## src/rtl/dynamic_display_scan.sv

```systemverilog
// Scan driver for two 4-digit 7-segment units: double-buffered ASCII text,
// frame-aligned commits and a blanking gap at the head of every digit slot.

module dds_unit (
    input  logic        clk_i,
    input  logic        rst_ni,
    input  logic        wr_en_i,
    input  logic [31:0] wr_data_i,
    input  logic        commit_i,
    input  logic        drive_i,
    input  logic [1:0]  dig_i,
    output logic [7:0]  seg_o,
    output logic [3:0]  gate_o,
    output logic        dirty_o
);
    localparam logic [31:0] SPACES = 32'h20202020;

    logic [31:0] pending_q, pending_d;
    logic [31:0] active_q, active_d;
    logic        dirty_q, dirty_d;
    logic [7:0]  char_sel;

    // Active-high {dp,g,f,e,d,c,b,a}; anything not listed is blank.
    function automatic logic [7:0] seg_decode(input logic [7:0] ch);
        logic [7:0] s;
        case (ch)
            8'h30: s = 8'h3F;
            8'h31: s = 8'h06;
            8'h32: s = 8'h5B;
            8'h33: s = 8'h4F;
            8'h34: s = 8'h66;
            8'h35: s = 8'h6D;
            8'h36: s = 8'h7D;
            8'h37: s = 8'h07;
            8'h38: s = 8'h7F;
            8'h39: s = 8'h6F;
            8'h41: s = 8'h77;
            8'h42: s = 8'h7C;
            8'h43: s = 8'h39;
            8'h44: s = 8'h5E;
            8'h45: s = 8'h79;
            8'h46: s = 8'h71;
            8'h2D: s = 8'h40;
            8'h5F: s = 8'h08;
            8'h2E: s = 8'h80;
            default: s = 8'h00;
        endcase
        return s;
    endfunction

    // A write in the commit cycle wins the pending slot and keeps dirty set,
    // while the commit itself still takes the previous pending word.
    always_comb begin
        pending_d = pending_q;
        active_d  = active_q;
        dirty_d   = dirty_q;
        if (commit_i && dirty_q) active_d = pending_q;
        if (commit_i) dirty_d = 1'b0;
        if (wr_en_i) begin
            pending_d = wr_data_i;
            dirty_d   = 1'b1;
        end
    end

    always_ff @(posedge clk_i or negedge rst_ni) begin
        if (!rst_ni) begin
            pending_q <= SPACES;
            active_q  <= SPACES;
            dirty_q   <= 1'b0;
        end else begin
            pending_q <= pending_d;
            active_q  <= active_d;
            dirty_q   <= dirty_d;
        end
    end

    always_comb begin
        case (dig_i)
            2'd0:    char_sel = active_q[31:24];
            2'd1:    char_sel = active_q[23:16];
            2'd2:    char_sel = active_q[15:8];
            default: char_sel = active_q[7:0];
        endcase
    end

    always_comb begin
        seg_o  = 8'hFF;
        gate_o = 4'hF;
        if (drive_i) begin
            seg_o  = ~seg_decode(char_sel);
            gate_o = ~(4'b0001 << dig_i);
        end
    end

    assign dirty_o = dirty_q;
endmodule

module dynamic_display_scan #(
    parameter int unsigned BLANK_CYCLES = 16,
    parameter logic [27:0] DEF_PERIOD   = 28'h3000
) (
    input  logic        clk_i,
    input  logic        rst_ni,
    input  logic        wrValid_i,
    input  logic        wrIndex_i,
    input  logic [31:0] wrData_i,
    input  logic [27:0] period_i,
    output logic [15:0] segOut_o,
    output logic [7:0]  gateOut_o,
    output logic        frameStart_o,
    output logic [1:0]  dirty_o
);
    localparam int          NUM_UNITS = 2;
    localparam logic [27:0] BLANK_M1  = 28'(BLANK_CYCLES - 1);
    localparam logic [27:0] MIN_PER   = 28'(BLANK_CYCLES + 1);

    typedef enum logic {BLANK, DRIVE} state_e;

    state_e      state_q, state_d;
    logic [27:0] cnt_q, cnt_d;
    logic [1:0]  dig_q, dig_d;
    logic [27:0] eff_q, eff_d;
    logic [15:0] seg_q, seg_d;
    logic [7:0]  gate_q, gate_d;
    logic        frame_q, frame_d;
    logic [27:0] per_pick;
    logic        slot_end;

    function automatic logic [27:0] clamp_period(input logic [27:0] p);
        return (p < MIN_PER) ? MIN_PER : p;
    endfunction

    assign per_pick = (period_i == 28'd0) ? DEF_PERIOD : period_i;
    assign slot_end = (state_q == DRIVE) && (cnt_q == eff_q - 28'd1);

    // State, slot counter and registered outputs.
    always_ff @(posedge clk_i or negedge rst_ni) begin
        if (!rst_ni) begin
            state_q <= BLANK;
            cnt_q   <= 28'd0;
            dig_q   <= 2'd0;
            eff_q   <= clamp_period(DEF_PERIOD);
            seg_q   <= 16'hFFFF;
            gate_q  <= 8'hFF;
            frame_q <= 1'b0;
        end else begin
            state_q <= state_d;
            cnt_q   <= cnt_d;
            dig_q   <= dig_d;
            eff_q   <= eff_d;
            seg_q   <= seg_d;
            gate_q  <= gate_d;
            frame_q <= frame_d;
        end
    end

    // Slot length is sampled once at slot start so a mid-slot period change
    // cannot stretch or truncate the slot already in progress.
    always_comb begin
        state_d = state_q;
        cnt_d   = cnt_q + 28'd1;
        dig_d   = dig_q;
        eff_d   = (cnt_q == 28'd0) ? clamp_period(per_pick) : eff_q;
        case (state_q)
            BLANK: if (cnt_q == BLANK_M1) state_d = DRIVE;
            DRIVE: if (slot_end) begin
                state_d = BLANK;
                cnt_d   = 28'd0;
                dig_d   = dig_q + 2'd1;
            end
            default: state_d = BLANK;
        endcase
    end

    for (genvar n = 0; n < NUM_UNITS; n++) begin : g_unit
        dds_unit u_unit (
            .clk_i     (clk_i),
            .rst_ni    (rst_ni),
            .wr_en_i   (wrValid_i && (wrIndex_i == 1'(n))),
            .wr_data_i (wrData_i),
            .commit_i  (frame_q),
            .drive_i   (state_q == DRIVE),
            .dig_i     (dig_q),
            .seg_o     (seg_d[n*8 +: 8]),
            .gate_o    (gate_d[n*4 +: 4]),
            .dirty_o   (dirty_o[n])
        );
    end

    assign frame_d = (cnt_q == 28'd0) && (dig_q == 2'd0);

    assign segOut_o     = seg_q;
    assign gateOut_o    = gate_q;
    assign frameStart_o = frame_q;
endmodule

```

## config.mk

```make
export PLATFORM = sky130hd
export DESIGN_NAME = dynamic_display_scan
export DESIGN_NICKNAME = d
export VERILOG_FILES = /design/src/rtl/dynamic_display_scan.sv
export SDC_FILE = /design/constraint.sdc
export NUM_CORES = 1
export LEC_CHECK = 0
export CAP_MARGIN = 20
export CORE_MARGIN = 5
export CORE_UTILIZATION = 40
export CTS_CLUSTER_SIZE = 28
export DETAILED_ROUTE_END_ITERATION = 8
export PLACE_DENSITY_LB_ADDON = 0.2
export SETUP_SLACK_MARGIN = 0.02
export SKIP_LAST_GASP = 1
export SYNTH_ARGS = -nofsm -noshare
export SYNTH_HDL_FRONTEND = slang
export SYNTH_SLANG_ARGS = --single-unit
```

## constraint.sdc

```tcl
create_clock -name clk_i -period 4.8 [get_ports clk_i]
set_clock_uncertainty 0.1 [all_clocks]
set_input_delay 0.96 -clock clk_i [delete_from_list [all_inputs] [get_ports clk_i]]
set_output_delay 0.96 -clock clk_i [all_outputs]
set_load 0.02 [all_outputs]
```

==> results <==
- The max-slew violation total from the final report is 0.
- The maximum count of clock buffers along a single path is 3.
- Clock latency on the worst-skew pair, taken at its later pin, is 0.53 ns.
- Hold is met by 0.387 ns.
- The signal on the critical path passes through inv_1, ha_1, a222oi_1, mux2i_1, nand2_1, or4b_2, o2111ai_1, o31a_1, o21ai_0.
- The die is 173 um wide.
- The initial antenna violation count is 0.
- The post-cts sizing count is 0.
- The path type of the worst min-delay path is reg -> reg.
- The number of hold-slack violations in the final timing report was 0.
- The final setup violation count is 0.
- The worst slew margin relative to its limit is 0.328.
- The number of buffers created by CTS is 24.
- The static leakage is 5.33 nW.
- Dividing the final minimum period by the clock period gives 0.812.
- The cell sitting at the root of the clock tree is a clkbuf_16.
- The flow ran to the end, and the final reports show no timing, DRC or antenna violations.
- The maximum single-stage delay on the critical path is 0.74 ns.
- Once the clock tree was built, the setup fixing pass inserted 0 buffers.
- The ratio of total power to cell area is 334 nW/um^2.
- The biggest fanout along the worst timing path is 23.
- The compound-cell area share of the yosys netlist is 0.125.
- The number of nets in the synthesized netlist is 1,030.
- The worst setup margin is 0.902 ns.
- Of the synthesized area, sequential elements account for 0.499.
- Based on the critical path, the design can be clocked at up to 0.257 GHz.
- The die is 173 um tall.
- The slowest stage of the critical path is the ha_1 cell.
- The first global-routing pass estimated 42.4 mm of wire.
- The number of different library cells in the post-synthesis netlist is 63.
- The initialized floorplan defines 59 standard-cell rows.
- Leaving out fill and tap cells, the most frequent cells in the layout are 172 x dfrtp_1, 135 x mux2_2, 89 x clkdlybuf4s50_1.
- After synthesis the cells add up to 10,600 um^2.
- After synthesis, the share of cell area in mux cells is 0.150.
- The global-route congestion overflow total is 0.
- The CTS clock-pin slew for the worst setup and hold paths is 0.06 ns.
- In the routed design, unresolved DRC markers number 0.
- The proportion of layout cells with a drive suffix above 1 is 0.228.
- The number of register bits inferred by synthesis is 210.
- At the end of routability-driven placement, the weighted congestion stood at 0.892.
- In this run, synthesis inferred 0 flip-flops with an integrated enable.
- The deepest level of the CTS H-tree is 1.
- In the global route stage, overall resource usage came out at 0.169.
- During I/O placement, the number of pins put on the boundary was 91.
- In this run the remaining antenna-violating nets after routing total 0.
- The number of warnings reported in the yosys synthesis log is 0.
- Setup repair after global routing left no endpoint under its margin.
- The endpoint arrival time on the critical path is 4.22 ns.
- The number of global-route vias before repair came to 7,758.
- The pin count of the biggest net entering global routing is 111.
- Excluding fillers, the count of instances in the completed layout stands at 1,379.
- The post-route setup TNS is 0 ns.
- The simple-gate share of the synthesized area is 0.132.
- Among all flip-flop cells after synthesis, the most frequent one is dfrtp_1.
- For this configuration, the core starts out at a cell density of 0.407.
- STA puts the critical path data required time at 5.12 ns.
- At the end of the flow, the number of nets in the layout was 1,098.
- By startpoint and endpoint, the worst setup path is classified as reg -> reg.
- After detailed routing, the average wire length per cell comes to 18.6 um.
- Of all flip-flops after synthesis, the portion carrying an async set or reset was 1.00.
- The antenna cell count is 0.
- Each instance of the synthesized netlist takes up on average 11.1 um^2.
- By area, the combinational part of the netlist is dominated by multiplexers.
- The post-placement worst setup slack is 0.907 ns.
- Port buffering added 90 buffers.
- The XOR/XNOR share of the synthesized area is 0.0502.
- The mean number of vias per cell is 5.74.
- The total power of the final layout is 0.00422 W.
- The final layout contains routed wiring with a total length of 25.7 mm.
- The total vias in the final route is 7,914.
- For this block, the initial DRC count from the detailed router was 732.
- The core region is 26,100 um^2.
- Detailed placement finished with a half-perimeter wire length of 17.7 mm.
- The number of detailed-route iterations in the first pass is 9.
- Once placement completed, the tool counted placed cells totaling 1,335.
- VDD sags by at most 0.000229 V.
- TritonCTS built the clock tree.
- Subtracting the final worst setup slack from the clock period gives 3.90 ns.
- The worst setup path is captured at a register.
- The number of max-cap violations is 0.
- The most common cell after layout, fill and taps aside is dfrtp_1.
- The clock sink total is 210.
- The layout-stage area growth over the synthesis result is 18.7%.
- The worst setup path is launched from a register.
- The area of the die is 29,900 um^2.
- Of the total synthesized cell area, the portion taken by full adders, half adders and majority gates is 0.00941.
- The transition time of the tightest slew-check pin is 1.01 ns.
- The gate count of the mapped netlist is 958.
- The number of hold buffers added after CTS was 0.
==> path summary, 6_finish.rpt <==
kind                                             from                                         end  slack, ns  cells past startpoint
worst max register to register   dig_q[0]$_DFFE_PN0P_                       segOut_o[9]$_DFF_PN1_       0.90                      9
worst min-delay path            eff_q[12]$_DFFE_PN1N_                       eff_q[12]$_DFFE_PN1N_       0.39                      2
max in group asynchronous                      rst_ni                       segOut_o[7]$_DFF_PN1_       3.13                      2
min in group asynchronous                      rst_ni  g_unit[0].u_unit.pending_q[24]$_DFFE_PN0P_       0.43                      1
worst min register to register  eff_q[12]$_DFFE_PN1N_                       eff_q[12]$_DFFE_PN1N_       0.39                      2
worst max-delay path             dig_q[0]$_DFFE_PN0P_                       segOut_o[9]$_DFF_PN1_       0.90                      9
==> logic make-up after synthesis <==
| kind of cell | count (synthesis) |
|---|---|
| fa+ha+maj | 8 |
| xor+xnor | 61 |
| mux | 143 |
| flops | 210 |
| compound gates | 177 |
| buf+inv | 89 |
| simple gates | 270 |
==> cell type report <==
class                   instances  area (um^2)
well taps                     335          419
clock buffers                  38          703
clock inverters                 6         95.1
flip-flops and latches        210         5300
inverters                      26         97.6
repair buffers                105         1030
multi-input cells             659         4980
fillers                      2448        13500
==> sequential cells by signal, summed over array words and instances, names as in the netlist <==
register	flops
cnt_q	28
dig_q	2
eff_q	28
frameStart_o	1
g_unit.u_unit.active_q	64
g_unit.u_unit.dirty_o	2
g_unit.u_unit.pending_q	64
gateOut_o	4
segOut_o	16
state_q	1
==> metrics by stage <==
stage / area (um^2) / util
global placement: 11800 / 0.453
CTS: 12600 / 0.483
finish: 12600 / 0.483
detailed placement: 11800 / 0.453
global route: 12600 / 0.483
floorplan: 10600 / -
==> cells in the mapped netlist, types with 12 or more instances <==
master,count,area [um^2]
a21oi_1,25,125
a222oi_1,16,160
a22o_1,31,272
clkbuf_1,42,158
dfrtp_1,172,4300
dfstp_2,38,998
inv_1,26,97.6
mux2_2,135,1520
nand2_1,59,221
nand3_1,16,80.1
nand4_1,16,100
nor2_1,69,259
nor3_1,12,60.1
nor4_1,20,125
o21ai_0,24,120
xnor2_1,27,236
xor2_1,34,298
==> routing by layer <==
layer | up-vias | wire length (um) | GRT usage
met2 | 231 | 10900 | 0.246
met1 | 3979 | 12900 | 0.265
met5 | - | 0 | 0
met4 | 0 | 561 | 0.0412
met3 | 40 | 1310 | 0.0260
li1 | 3664 | - | -
==> report_power, final <==
part | switching [W] | total, W | internal, W
Clock | 0.000709 | 0.00182 | 0.00111
Sequential | 0.0000875 | 0.00200 | 0.00192
Combinational | 0.000187 | 0.000396 | 0.000209
Total | 0.000984 | 0.00422 | 0.00324
==> worst max-delay path: cells and delay by family (launching register included) <==
kind,cells,cell delay (ns)
fa+ha+maj,1,0.74
mux,1,0.69
flops,1,0.41
simple gates,2,0.88
buf+inv,1,0.13
compound gates,4,0.84
Power figures use the tool's default switching activity.
